`config.mk`:
```
export PLATFORM = sky130hd
export DESIGN_NAME = seq_pattern_tx
export DESIGN_NICKNAME = d
export VERILOG_FILES = /design/src/rtl/seq_pattern_tx_pkg.sv /design/src/rtl/piso_shift.sv /design/src/rtl/seq_pattern_tx.sv
export SDC_FILE = /design/constraint.sdc
export NUM_CORES = 1
export LEC_CHECK = 0
export CAP_MARGIN = 20
export CORE_MARGIN = 1
export CORE_UTILIZATION = 54
export DETAILED_ROUTE_END_ITERATION = 10
export GPL_TIMING_DRIVEN = 0
export PLACE_DENSITY = 0.82
export SYNTH_ARGS = -nofsm -noshare
export SYNTH_HDL_FRONTEND = slang
export SYNTH_SLANG_ARGS = --single-unit
```
`constraint.sdc`:
```
create_clock -name clk -period 5 [get_ports clk]
set_input_delay 1 -clock clk [delete_from_list [all_inputs] [get_ports clk]]
set_output_delay 1 -clock clk [all_outputs]
set_load 0.01 [all_outputs]
```
`src/rtl/seq_pattern_tx_pkg.sv`:
```
// Shared constants for the serial frame transmitter and its matching detector.
// Holds the state encodings, the default sync pattern and the counter sizing helper.
package seq_pattern_tx_pkg;

  localparam logic [1:0] ST_IDLE = 2'd0;
  localparam logic [1:0] ST_SYNC = 2'd1;
  localparam logic [1:0] ST_DATA = 2'd2;
  localparam logic [1:0] ST_GAP  = 2'd3;

  localparam int SYNC_W_DEF = 4;
  localparam logic [SYNC_W_DEF-1:0] SYNC_PAT_DEF = 4'b1001;

  function automatic int cnt_w(
    input int a,
    input int b,
    input int c
  );
    int m;
    m = 1;
    if (a > m) m = a;
    if (b > m) m = b;
    if (c > m) m = c;
    return $clog2(m + 1);
  endfunction

endpackage

```
`src/rtl/piso_shift.sv`:
```
// Parallel-in / serial-out register, MSB presented first.
// Load wins over shift; shifting moves the next bit into the MSB.
module piso_shift #(
  parameter int W = 8
) (
  input  logic         clk,
  input  logic         rst,
  input  logic         load_i,
  input  logic         shift_i,
  input  logic [W-1:0] din_i,
  output logic         msb_o
);

  logic [W-1:0] sr_q, sr_d;

  always_comb begin
    sr_d = sr_q;
    if (load_i)
      sr_d = din_i;
    else if (shift_i)
      sr_d = sr_q << 1;
  end

  always_ff @(posedge clk) begin
    if (!rst)
      sr_q <= '0;
    else
      sr_q <= sr_d;
  end

  assign msb_o = sr_q[W-1];

endmodule

```
`src/rtl/seq_pattern_tx.sv`:
```
// Serial frame transmitter: sync pattern, payload MSB first, then idle gap.
// Output flops are loaded from next-state so bits leave on the edge after entry.
module seq_pattern_tx
  import seq_pattern_tx_pkg::*;
#(
  parameter int DATA_W = 8,
  parameter int SYNC_W = SYNC_W_DEF,
  parameter logic [SYNC_W-1:0] SYNC_PAT = SYNC_W'(SYNC_PAT_DEF),
  parameter int GAP = 2
) (
  input  logic              clk,
  input  logic              rst,
  input  logic [DATA_W-1:0] din,
  input  logic              din_valid,
  output logic              din_ready,
  output logic              dout,
  output logic              dout_en,
  output logic              frame_done,
  output logic              busy
);

  localparam int CW = cnt_w(SYNC_W, DATA_W, GAP);
  localparam logic [CW-1:0] SYNC_LD = CW'(SYNC_W - 1);
  localparam logic [CW-1:0] DATA_LD = CW'(DATA_W - 1);
  localparam logic [CW-1:0] GAP_LD  = (GAP > 0) ? CW'(GAP - 1) : '0;

  logic [1:0]    state_q, state_d;
  logic [CW-1:0] cnt_q, cnt_d;
  logic          dout_q, dout_d;
  logic          en_q, en_d;
  logic          done_q, done_d;
  logic          load, shift, msb, last, sync_bit;

  piso_shift #(.W(DATA_W)) u_piso (
    .clk     (clk),
    .rst     (rst),
    .load_i  (load),
    .shift_i (shift),
    .din_i   (din),
    .msb_o   (msb)
  );

  assign last = (cnt_q == '0);

  always_comb begin
    state_d = state_q;
    cnt_d   = cnt_q;
    load    = 1'b0;
    shift   = 1'b0;
    case (state_q)
      ST_IDLE: begin
        if (din_valid) begin
          state_d = ST_SYNC;
          cnt_d   = SYNC_LD;
          load    = 1'b1;
        end
      end
      ST_SYNC: begin
        if (last) begin
          state_d = ST_DATA;
          cnt_d   = DATA_LD;
          shift   = 1'b1;
        end else begin
          cnt_d = cnt_q - CW'(1);
        end
      end
      ST_DATA: begin
        if (!last) begin
          cnt_d = cnt_q - CW'(1);
          shift = 1'b1;
        end else if (GAP > 0) begin
          state_d = ST_GAP;
          cnt_d   = GAP_LD;
        end else begin
          state_d = ST_IDLE;
          cnt_d   = '0;
        end
      end
      ST_GAP: begin
        if (last) begin
          state_d = ST_IDLE;
          cnt_d   = '0;
        end else begin
          cnt_d = cnt_q - CW'(1);
        end
      end
      default: begin
        state_d = ST_IDLE;
        cnt_d   = '0;
      end
    endcase
  end

  // The shift pops the bit about to be shown, so msb is the outgoing bit.
  assign sync_bit = |(SYNC_PAT & (SYNC_W'(1) << cnt_d));

  always_comb begin
    dout_d = 1'b0;
    if (shift)
      dout_d = msb;
    else if (state_d == ST_SYNC)
      dout_d = sync_bit;
    en_d   = (state_d == ST_SYNC) || (state_d == ST_DATA);
    done_d = (state_d == ST_DATA) && (cnt_d == '0);
  end

  always_ff @(posedge clk) begin
    if (!rst) begin
      state_q <= ST_IDLE;
      cnt_q   <= '0;
      dout_q  <= 1'b0;
      en_q    <= 1'b0;
      done_q  <= 1'b0;
    end else begin
      state_q <= state_d;
      cnt_q   <= cnt_d;
      dout_q  <= dout_d;
      en_q    <= en_d;
      done_q  <= done_d;
    end
  end

  assign din_ready  = (state_q == ST_IDLE);
  assign busy       = (state_q != ST_IDLE);
  assign dout       = dout_q;
  assign dout_en    = en_q;
  assign frame_done = done_q;

endmodule

```
==> impl_metrics.tcl <==
set metrics [dict create \
    status "finished, final reports clean" \
    path_clk_slew_ps 90 \
    p_seq_share_pct 39.3 \
    cts_buffers 3 \
    grt_max_degree 11 \
    gr-usage-all-layers_pct 22.70 \
    slowest_delay_ps 600 \
    ir_drop_mv 0.3004 \
    clock-sinks 17 \
    hold_viol 0 \
    r2r_end "frame_done$_SDFF_PN0_" \
    die_h_um 42.82 \
    via_per_inst 5.466 \
    r2r_setup_slack_ps 3030 \
    path_depth 3 \
    critPathBufInv 2 \
    synth-async-reset-ratio_pct 0 \
    core-area_um2 1524 \
    syn_area_um2 899.6 \
    layout.nets 131 \
    grt_setup_unrepaired "no" \
    ys_ff_latch 17 \
    hold_buffers 0 \
    slowest_stage "clkdlybuf4s50_1" \
    hpwl_mm 1.301 \
    globalplace.congestion 0.7812 \
    grt_pass1_wl_mm 3.091 \
    intPower_mw 0.2914 \
    synth-edff-count 0 \
    setup_ws_ps 2389 \
    drive_gt1_share_pct 13.91 \
    die_w_um 42.82 \
    p_per_area_nw_per_um2 412.9 \
    synthesis.nets 111 \
    crit_path_end_kind "primary output" \
    hp-start "u_piso.sr_q[5]$_SDFFE_PN0P_" \
    cts_tree "built" \
    cts_resized 0 \
    whs_endpoint "u_piso.sr_q[5]$_SDFFE_PN0P_" \
    drtIter0Drc 4 \
    power_mw 0.4525 \
    clkPwrFrac_pct 15.6 \
    hold_path_depth 2 \
    cts_setup_buffers 0 \
    tightest_slew_ps 456.8 \
    hold_class "reg -> reg" \
    combPwrFrac_pct 45.1 \
    root_buffer "clkbuf_4" \
    crit_arrival_ps 1610 \
    syn_inst 96 \
    ant_nets 0 \
    synthToLayoutAreaGrowth_pct 21.84 \
    clock_latency_ps 280 \
    placed_area_um2 1070 \
    grt_pass1_vias 694 \
    slew_violations 0 \
    crit_family "buffers and inverters" \
    synth_ff_type "dfxtp_1" \
    antenna_found_initial 0 \
    period_share_pct 52.22 \
    ios 16 \
    maxCapViolations 0 \
    initial_utilization_pct 59.03 \
    fin_tns_setup_ps 0 \
    finalSetupViolCount 0 \
    reg2reg_depth 8 \
    drt_pass1_iterations 2 \
    overflow 0 \
    die-area_um2 1833 \
    fin_area_um2 1096 \
    cts_buffer_depth 2 \
    vias 716 \
    cp.required_ps 4000 \
    timing.rr.start "cnt_q[0]$_SDFF_PN0_" \
    routed_wl_mm 1.691 \
    pre_cts_ws_ps 2455 \
    p_leak_nw 0.4400 \
    num_rows 14 \
    fin_skew_ps 2.508 \
    portBuffers 15 \
    drc 0 \
    worstSetupStartpointType "flip-flop" \
    fmaxAchievable_ghz 0.3830 \
    wire_per_inst_um 12.91 \
    htreeDepth 1 \
    ys_types 35 \
    avgSynthCellArea_um2 9.371 \
    path_class "reg -> out" \
    slew-limit-headroom_pct 69.55 \
    ys_seq_area_share_pct 37.83 \
    crit_path_max_fanout 9 \
    fin_crit_ps 2611 \
    p_sw_share_pct 35.61 \
    diodes 0 \
    yosys_warnings 0 \
    switchingPower_mw 0.1612 \
    crit_chain "buf_4 -> nor2_2 -> clkdlybuf4s50_1" \
]
[worst max-delay path by stage]
stage,start,to,slack (ps)
after detailed placement,din_valid,dout$_SDFF_PN0_,2460
after global placement,din_valid,dout$_SDFF_PN0_,2450
after global routing,state_q[0]$_SDFF_PN0_,din_ready,2310
after floorplan,din_valid,dout$_SDFF_PN0_,3050
final,state_q[0]$_SDFF_PN0_,din_ready,2390
after CTS,state_q[0]$_SDFF_PN0_,din_ready,2390
[area by class of cell]
type / count / area, µm²
buffer: 4 / 26.28
clock buffer: 4 / 26.28
fill: 127 / 427.9
inverter: 7 / 26.28
multi-input combinational: 68 / 506.7
sequential: 17 / 340.3
tap: 16 / 20.02
timing repair buffer: 15 / 150.1
[layout by cell type, fill, tap and decap left out, drive strengths merged, types with 3 or more instances in the layout]
cell / netlist / final
a211oi: 4 / 4
a21oi: 7 / 7
a22oi: 4 / 4
clkbuf: 2 / 6
clkdlybuf4s50: 0 / 15
dfxtp: 17 / 17
ha: 4 / 4
inv: 7 / 7
mux2i: 3 / 3
nand2: 6 / 6
nor2: 13 / 13
nor3: 3 / 3
[kinds of logic after synthesis]
| kind of cell | share of synthesized area [%] |
|---|---|
| compound gates | 19.89 |
| xor+xnor | 1.948 |
| fa+ha+maj | 5.564 |
| buf+inv | 5.843 |
| flops | 37.83 |
| mux | 5.841 |
| simple gates | 23.09 |
[tightest hold or removal path, stage by stage, from the launching register on]
cell and delay (ps):
dfxtp_1 320, nand2_1 50, a21oi_1 50
[power by group through the flow]
stage	Sequential (mW)	Combinational (mW)	Clock, mW
4_1_cts	0.178	0.206	0.0724
5_1_grt	0.182	0.227	0.0792
3_5_place_dp	0.181	0.204	0
2_1_floorplan	0.181	0.147	0
3_3_place_gp	0.180	0.200	0
6_report	0.178	0.204	0.0704
[per-stage QoR]
stage / util (%) / hold slack, ps / cells
finish: 71.92 / 463.0 / 131
global route: 71.92 / 479.9 / 131
CTS: 71.92 / 469.0 / 131
detailed placement: 70.20 / 452.1 / 127
global placement: 70.20 / 448.1 / 127
floorplan: - / 436.0 / 96
[cells in the mapped netlist, drive strengths merged (3+ instances only)]
| cell type | instances | area (µm²) |
|---|---|---|
| dfxtp | 17 | 340.3 |
| nor2 | 13 | 53.80 |
| a21oi | 7 | 38.79 |
| inv | 7 | 26.28 |
| nand2 | 6 | 22.52 |
| a211oi | 4 | 30.03 |
| a22oi | 4 | 30.03 |
| ha | 4 | 50.05 |
| mux2i | 3 | 30.03 |
| nor3 | 3 | 15.01 |
[flip-flops by register name, indices dropped and copies added (netlist names)]
| register | flops |
|---|---|
| cnt_q | 4 |
| dout | 1 |
| dout_en | 1 |
| frame_done | 1 |
| state_q | 2 |
| u_piso.sr_q | 8 |
[layer usage]
metal	vias up	share of wire [%]	track usage [%]
met2	12	52	38.79
met5	-	0	0
li1	374	-	-
met4	0	1.9	11.25
met3	5	2.4	3.830
met1	325	44	27.06
No activity file was read; power rests on OpenSTA's default activity.
